==> src/rtl/program_loader_pkg.sv <==
// program_loader_pkg: shared FSM encoding and word-geometry helpers for the program loader.
package program_loader_pkg;
  typedef enum logic [2:0] {IDLE, COUNT, DATA, WRITE, DONE, ERROR} state_t;
  localparam int DEFAULT_DATA_WIDTH = 32;
  localparam int BYTES_PER_WORD = DEFAULT_DATA_WIDTH / 8;
  function automatic int bytes_per_word(input int width);
    return width / 8;
  endfunction
endpackage

==> src/rtl/program_loader_word_assembler.sv <==
// word_assembler: packs a big-endian byte stream into words and flags the byte that completes one.
module word_assembler
  import program_loader_pkg::*;
#(
  parameter int DATA_WIDTH = 32
) (
  input  logic                  clk,
  input  logic                  reset,
  input  logic                  clear,
  input  logic                  shift_en,
  input  logic [7:0]            data_byte,
  output logic [DATA_WIDTH-1:0] word,
  output logic                  word_full
);
  localparam int BPW = bytes_per_word(DATA_WIDTH);
  localparam int CW = $clog2(BPW + 1);
  logic [DATA_WIDTH-9:0] shift;
  logic [CW-1:0] cnt;
  logic [DATA_WIDTH-1:0] next;
  assign next = {shift, data_byte};
  assign word_full = shift_en && cnt == CW'(BPW - 1);
  // word only updates on completion, so it holds the last written word between writes
  always_ff @(posedge clk or negedge reset) begin
    if (!reset) begin
      shift <= '0;
      cnt <= '0;
      word <= '0;
    end else if (clear) begin
      shift <= '0;
      cnt <= '0;
    end else if (shift_en) begin
      shift <= next[DATA_WIDTH-9:0];
      cnt <= word_full ? '0 : cnt + CW'(1);
      if (word_full) word <= next;
    end
  end
endmodule

==> src/rtl/program_loader.sv <==
// program_loader: loads a counted big-endian byte stream into program memory while holding the CPU.
module program_loader
  import program_loader_pkg::*;
#(
  parameter int MEMORY_DEPTH = 32,
  parameter int DATA_WIDTH = 32,
  parameter int BASE_ADDRESS = 0
) (
  input  logic                  clk,
  input  logic                  reset,
  input  logic                  start_i,
  input  logic                  byte_valid_i,
  input  logic [7:0]            byte_i,
  output logic                  byte_ready_o,
  output logic                  wr_en_o,
  output logic [DATA_WIDTH-1:0] wr_address_o,
  output logic [DATA_WIDTH-1:0] wr_data_o,
  output logic                  cpu_hold_o,
  output logic                  busy_o,
  output logic                  done_o,
  output logic                  error_o
);
  localparam int BPW = bytes_per_word(DATA_WIDTH);
  localparam int WI = $clog2(MEMORY_DEPTH) + 1;
  state_t state;
  logic [WI-1:0] n;
  logic [WI-1:0] word_idx;
  logic xfer;
  logic bad_count;
  logic word_full;
  assign xfer = byte_valid_i && byte_ready_o;
  assign bad_count = byte_i == 8'd0 || 32'(byte_i) > MEMORY_DEPTH;
  word_assembler #(.DATA_WIDTH(DATA_WIDTH)) assembler (
    .clk(clk),
    .reset(reset),
    .clear(state == COUNT),
    .shift_en(xfer && state == DATA),
    .data_byte(byte_i),
    .word(wr_data_o),
    .word_full(word_full)
  );
  always_ff @(posedge clk or negedge reset) begin
    if (!reset) begin
      state <= IDLE;
      n <= '0;
      word_idx <= '0;
      byte_ready_o <= 1'b0;
      wr_en_o <= 1'b0;
      wr_address_o <= '0;
      cpu_hold_o <= 1'b0;
      busy_o <= 1'b0;
      done_o <= 1'b0;
      error_o <= 1'b0;
    end else begin
      wr_en_o <= 1'b0;
      case (state)
        IDLE, DONE, ERROR: if (start_i) begin
          state <= COUNT;
          byte_ready_o <= 1'b1;
          busy_o <= 1'b1;
          cpu_hold_o <= 1'b1;
          done_o <= 1'b0;
          error_o <= 1'b0;
        end
        COUNT: if (xfer) begin
          if (bad_count) begin
            state <= ERROR;
            error_o <= 1'b1;
            byte_ready_o <= 1'b0;
            busy_o <= 1'b0;
            cpu_hold_o <= 1'b0;
          end else begin
            state <= DATA;
            n <= WI'(byte_i);
            word_idx <= '0;
          end
        end
        DATA: if (word_full) begin
          state <= WRITE;
          byte_ready_o <= 1'b0;
          wr_en_o <= 1'b1;
          wr_address_o <= DATA_WIDTH'(BASE_ADDRESS) + DATA_WIDTH'(BPW) * DATA_WIDTH'(word_idx);
        end
        WRITE: if (word_idx == n - WI'(1)) begin
          state <= DONE;
          done_o <= 1'b1;
          busy_o <= 1'b0;
          cpu_hold_o <= 1'b0;
        end else begin
          state <= DATA;
          word_idx <= word_idx + WI'(1);
          byte_ready_o <= 1'b1;
        end
        default: state <= IDLE;
      endcase
    end
  end
endmodule

==> config.mk <==
export PLATFORM = sky130hd
export DESIGN_NAME = program_loader
export DESIGN_NICKNAME = d
export VERILOG_FILES = /design/src/rtl/program_loader_pkg.sv /design/src/rtl/program_loader_word_assembler.sv /design/src/rtl/program_loader.sv
export SDC_FILE = /design/constraint.sdc
export NUM_CORES = 1
export LEC_CHECK = 0
export CORE_UTILIZATION = 46
export DETAILED_ROUTE_END_ITERATION = 8
export PLACE_DENSITY_LB_ADDON = 0.15
export SLEW_MARGIN = 5
export SYNTH_ARGS = -nofsm -noshare
export SYNTH_HDL_FRONTEND = slang
export SYNTH_SLANG_ARGS = --single-unit
==> constraint.sdc <==
create_clock -name clk -period 1.88 [get_ports clk]
set_input_delay 0.564 -clock clk [delete_from_list [all_inputs] [get_ports clk]]
set_output_delay 0.564 -clock clk [all_outputs]
set_load 0.05 [all_outputs]
==> impl_results.md, run 1 <==
* Width of the chip at 95.2 µm
* Critical Path Fanout Max at 13
* Final hold slack at 90.0 ps
* Fmax achieved at 501 MHz
* Worst path max stage delay at 550 ps
* Register area at 2130 µm²
* Die Ht at ~95 µm
* Layout cells sized above 1 at 36.5%
* H-tree Lvls at 3
* GPL Wtd Cong at a little over 0.8
* Crit-path slowest cell: or4_4
* Synth Instances at about 370
* Crit path max-delay family: simple AND/OR/NAND/NOR gates
* Worst path cell trace: or4_4, nor3_4, o2111ai_2, buf_12, or4_1, nand3_1
* Crit path time final at 1990 ps
* Number of diodes at 0
* Startpoint class of the critical path: flip-flop
* Synth Area per Inst at 10.7 µm²
* RSZ-0062 raised after global routing: true
* Pwr/cell area at between 1000 and 1500 nW/µm²
* P&R area growth vs syn at 27.5%
* Worst R2R End: byte_ready_o
* Leakage at 2.53 nW
* Fill cell count at a little under 700
* DR WL/cell at 14.6 µm
* Sequential area share after synthesis at 53.2%
* Final worst path period share at 106%
* Iteration-0 DRC count of the detailed router at about 160
* Vias per cell at 5.18
* Non-Filler Instances at approximately 570
* CP endpoint kind: flip-flop
* Placed cells at roughly 560
* EDFF count, synth at 0
* Critical path type: flip-flop to flip-flop
* Post-DP HPWL at 5920 µm
* Remaining DRCs at 0
* GR Util All Layers at between 20% and 30%
* Post-synthesis async set-or-reset flop share at 100%
* Yosys reg bits at 85
* Type of the most critical hold path: primary input to async pin
* Site Rows at 33
* Ys flop type: dfrtp_1
* NumNets Final at roughly 480
* Pre-CTS setup slack at -629 ps
* Pin count of the biggest net entering global routing at 35
* Synth warn at 0
* Critical path data arrival time at about 2300 ps
* Buffers added on ports at 55
* Setup Skew at ~16 ps
* CTS tree: built
* Area of the core at 8300 µm²
* Pre-antenna DRT Iters at 4
* DR vias at between 2000 and 3000
* Yosys cell types at 52
* Die area at 9060 µm²
* Multi-input gate area at 1710 µm²
* Worst path required time at roughly 2200 ps
* Final cell utilization of the core at roughly 60%
* Initial antenna violation count at 0
* Setup TNS at -677 ps
* CTS Root Cell: clkbuf_8
* Endpoints failing setup at 8
* Final hold violations at 0
* Area of the mapped netlist at 4000 µm²
* Clk buf depth at 2
* Global-route wire length before repair at 13700 µm
* Clock latency at the later pin of the worst-skew pair at about 370 ps
* Post-route ant nets at 0
* Gr ovfl total at 0
* Vias in the first global route at approximately 2800
* VDD IR-drop max at 0.935 mV
* Clk pin slew, worst setup/hold paths at 100 ps
* Fin. max-slew vios at 0
* R2r setup slk at -110 ps
* CTS Sinks at 85
* Max-cap viol count at 0
* Crit path buffers/inverters at 1
* Status: finished, violations left
* CTS Buf Count at 9
* Failing checks: negative setup slack
* Reg2Reg Depth at 6
* Routed WL at 8360 µm
* Worst reg2reg startpoint: n[0]
* Initial core utilization at 48.1%
* Ports at 82
* Setup WS post-layout at -114 ps
how the worst max path moves through the flow:
stage / startpoint / endpoint / slack [ps] / depth (start not counted)
after floorplan: n[0] / byte_ready_o / 10 / 6
after global placement: byte_i[4] / state[0] / -610 / 7
after detailed placement: byte_i[4] / state[0] / -630 / 7
after CTS: n[0] / word_idx[1] / -110 / 6
after global routing: n[0] / word_idx[1] / -180 / 6
final: n[0] / byte_ready_o / -110 / 6
per-layer routing:
metal  global-route usage [%]  vias up  wire (µm)
li1                         -     1423          -
met5                        0        -          0
met1                     27.9     1443       3800
met3                     5.34        8        545
met2                     30.0       97       3930
met4                     7.07        0         89
kinds of logic after synthesis:
family                   count (synthesis)  share of synthesized area [%]
AND/OR/NAND/NOR                        107                           12.5
flip-flops                              85                           53.2
AO/OA/AOI/OAI                           67                           10.8
buffers and inverters                   60                           8.67
multiplexers                            44                           12.3
XOR/XNOR                                 7                           1.53
adder cells (fa/ha/maj)                  3                          0.940
other                                    1                         0.0939
registers in the layout, indices dropped and copies added, names as in the netlist:
signal / cells
done_o: 1
wr_address_o: 6
state: 3
assembler.cnt: 3
error_o: 1
assembler.shift: 24
word_idx: 6
wr_en_o: 1
busy_o: 1
n: 6
byte_ready_o: 1
assembler.word: 32
timing repair:
| action | in CTS | in global routing |
|---|---|---|
| setup endpoints to repair | 19 | 19 |
| pin swaps | 6 | 2 |
| resized for setup | 18 | 13 |
| hold buffers | 0 | 0 |
| setup buffers | 4 | 0 |
cell type report:
| cell class | instances | share of cell area (%) |
|---|---|---|
| clock buffers | 9 | 2.43 |
| clock inverters | 7 | 1.23 |
| inverters | 11 | 0.811 |
| multi-input cells | 254 | 33.5 |
| flip-flops and latches | 85 | 41.8 |
| well taps | 105 | 2.58 |
| repair buffers | 103 | 17.7 |
power by group:
part           total [W]  switching [W]  internal [W]
combinational    0.00246        0.00136       0.00110
clock            0.00125       0.000741      0.000511
sequential       0.00220       0.000197       0.00201
total            0.00591        0.00230       0.00362
Yosys cell counts, types with 6 or more instances:
| master | count | area share, % |
|---|---|---|
| a21oi_1 | 32 | 4.0 |
| buf_2 | 9 | 1.1 |
| inv_1 | 11 | 1.0 |
| buf_4 | 27 | 5.1 |
| nor2_1 | 8 | 0.75 |
| nand3_1 | 6 | 0.75 |
| dfrtp_1 | 85 | 53 |
| nor3_1 | 8 | 1.0 |
| mux2_2 | 40 | 11 |
| nand2_1 | 64 | 6.0 |
| o21ai_0 | 11 | 1.4 |
| clkbuf_1 | 9 | 0.85 |
through the flow:
step | power, W | area [µm²]
after global routing | 0.00623 | 5090
after detailed placement | 0.00447 | 4800
after floorplan | 0.00362 | 4110
after CTS | 0.00590 | 5050
final | 0.00591 | 5090
after global placement | 0.00441 | 4800
layout by cell type (no fill, tap or decap), types with 3 or more instances in the layout:
| cell | n |
|---|---|
| o2111ai_2 | 3 |
| buf_6 | 4 |
| o21ai_1 | 5 |
| nand2_1 | 63 |
| clkbuf_8 | 9 |
| dfrtp_1 | 84 |
| nor3_1 | 6 |
| dlygate4sd2_1 | 4 |
| nor2b_1 | 4 |
| buf_4 | 82 |
| xnor2_1 | 4 |
| inv_1 | 10 |
| nor2_1 | 7 |
| xor2_1 | 3 |
| o21ai_0 | 8 |
| mux2i_1 | 4 |
| conb_1 | 26 |
| inv_6 | 4 |
| buf_12 | 7 |
| nand3_1 | 6 |
| mux2_2 | 40 |
| a21oi_1 | 32 |
No activity file was read; power rests on OpenSTA's default activity.
==> run 2, diff against run 1 <==
--- a/config.mk
+++ b/config.mk
@@ -8,6 +8,7 @@
 export CORE_UTILIZATION = 46
 export DETAILED_ROUTE_END_ITERATION = 8
 export PLACE_DENSITY_LB_ADDON = 0.15
+export RECOVER_POWER = 100
 export SLEW_MARGIN = 5
 export SYNTH_ARGS = -nofsm -noshare
 export SYNTH_HDL_FRONTEND = slang
==> impl_results.md, run 2 (synthesized netlist as in run 1, its figures left out) <==
* H-tree Lvls at 3
* Clk buf depth at 2
* Most flops, register: assembler.word
* Global-route wire length before repair at 13700 µm
* Register area at between 2000 and 2500 µm²
* NumNets Final at 479
* Routed WL at 8330 µm
* CP endpoint: byte_ready_o
* Setup Skew at 16.8 ps
* Max-cap viol count at 0
* CP endpoint kind: flip-flop
* Die Ht at 95.2 µm
* Clk pin slew, worst setup/hold paths at around 90 ps
* Final worst path period share at 106%
* Pin count of the biggest net entering global routing at 35
* Endpoints failing setup at 11
* Post-route ant nets at 0
* P&R area growth vs syn at 23.1%
* Buffers added on ports at 55
* Pre-antenna DRT Iters at 4
* Post-DP HPWL at roughly 6000 µm
* Leakage at 2.46 nW
* Initial antenna violation count at 0
* Remaining DRCs at 0
* Final hold violations at 0
* Power, Total at slightly below 0.006 W
* DR WL/cell at between 10 and 15 µm
* Critical path data arrival time at 2290 ps
* Area of the core at between 8000 and 9000 µm²
* CTS tree: built
* Initial core utilization at 48.1%
* DR vias at 2983
* Placed cells at 555
* GR Util All Layers at 20.0%
* Crit-path slowest cell: or4_4
* Startpoint class of the critical path: flip-flop
* Iteration-0 DRC count of the detailed router at 213
* Number of diodes at 0
* Vias per cell at 5.20
* Multi-input gate area at about 1700 µm²
* Slew HR at 7.12%
* Number of flip-flops in the largest register at 32
* Status: finished, violations left
* VDD IR-drop max at 0.927 mV
* Hold_buf cts at 0
* Vias in the first global route at around 2800
* GPL Wtd Cong at 0.805
* Worst R2R End: byte_ready_o
* Critical path type: flip-flop to flip-flop
* Site Rows at 33
* Setup WS post-layout at -115 ps
* Critical Path Fanout Max at 13
* Reg2Reg Depth at 6
* Failing checks: negative setup slack
* Worst path required time at 2180 ps
* Worst-Margin Slew at approximately 1400 ps
* Pwr/cell area at ~1200 nW/µm²
* Layout cells sized above 1 at 36.0%
* Design Area, Final at 4920 µm²
* Most frequent cells in the layout: dfrtp_1, nand2_1, clkbuf_2, mux2_2, buf_4
* Final hold slack at 499 ps
* Fmax achieved at 501 MHz
* R2r setup slk at -120 ps
* Commonest non-fill, non-tap cell in the layout: dfrtp_1
* Width of the chip at 95.2 µm
* Largest regs: assembler.word (32), assembler.shift (24)
* CTS Buf Count at 9
* Worst reg2reg startpoint: n[0]
* Fill cell count at 717
* Crit path time final at 2000 ps
* Die area at about 9000 µm²
* Fin. max-slew vios at 0
* Type of the most critical hold path: flip-flop to flip-flop
* CTS Root Cell: clkbuf_8
* Pre-CTS setup slack at -629 ps
* Worst path cell trace: or4_4, nor3_4, o2111ai_2, buf_12, or4_1, nand3_1
* Worst path max stage delay at 550 ps
* CTS Sinks at 85
* Non-Filler Instances at 574
* Critical Path Source: n[0]
* Clock latency at the later pin of the worst-skew pair at 360 ps
* Ports at 82
* Area of placed instances at 4800 µm²
* RSZ-0062 raised after global routing: true
* Gr ovfl total at 0
==> run 2: changes by cell type in the layout (fill, tap and decap cells not counted) <==
cell      previous run  this run
nor4_2               1         2
nor4_4               1         0
clkbuf_4             0         1
clkbuf_2             0        45
buf_12               7         4
clkbuf_1             0         1
nor3_4               2         1
buf_4               82        38
nor3_1               6         7
==> run 2: area by class of cell <==
type / count / share of cell area, %
sequential: 85 / 43.3
timing repair buffer: 103 / 15.2
tap: 105 / 2.67
inverter: 11 / 0.839
clock inverter: 7 / 1.27
clock buffer: 9 / 2.52
multi-input combinational: 254 / 34.3
==> run 2: layer usage <==
layer	wire length [µm]	vias up	track usage, %
met5	0	-	0
met2	3900	102	30.0
met1	3780	1451	27.9
met3	561	9	5.34
li1	-	1421	-
met4	82	0	7.07
==> run 2: worst min path at each step <==
stage                             startpoint            endpoint  slack, ps  depth (start not counted)
after global routing      assembler.word[29]  assembler.word[29]        530                          1
after floorplan                        reset    assembler.cnt[0]        270                          0
after detailed placement               reset     wr_address_o[7]        490                          1
final                        wr_address_o[3]     wr_address_o[3]        500                          2
after global placement     assembler.word[0]   assembler.word[0]        470                          2
after CTS                              reset     wr_address_o[7]         90                          1
==> run 2: power by group <==
group / total (W) / internal (W) / switching [W]
sequential: 0.00219 / 0.00201 / 0.000185
combinational: 0.00238 / 0.00103 / 0.00135
clock: 0.00125 / 0.000511 / 0.000735
total: 0.00582 / 0.00355 / 0.00227
==> run 2: timing repair <==
action / CTS / global route
setup endpoints to repair: 19 / 19
buffers inserted: 4 / 0
gates resized for setup: 18 / 13
pin swaps: 6 / 2
==> run 2: worst max-delay path, delay by kind of cell (launching register included) <==
family / cells / cell delay [ps]
AND/OR/NAND/NOR: 4 / 1170
flip-flops: 1 / 420
buffers and inverters: 1 / 180
AO/OA/AOI/OAI: 1 / 160
==> run 2: stage by stage <==
step	util [%]	TNS, ps
after global routing	59.3	-5420
after CTS	60.8	-656
after detailed placement	57.9	-26220
after global placement	57.9	-25080
final	59.3	-673
after floorplan	-	0
==> run 3, diff against run 2 <==
--- a/config.mk
+++ b/config.mk
@@ -6,7 +6,9 @@
 export NUM_CORES = 1
 export LEC_CHECK = 0
 export CORE_UTILIZATION = 46
+export CTS_CLUSTER_DIAMETER = 150
 export DETAILED_ROUTE_END_ITERATION = 8
+export HOLD_SLACK_MARGIN = 0.05
 export PLACE_DENSITY_LB_ADDON = 0.15
 export RECOVER_POWER = 100
 export SLEW_MARGIN = 5
==> results of run 3 <==
Same layout as run 2: the final DEF is identical, and so are final timing and power.
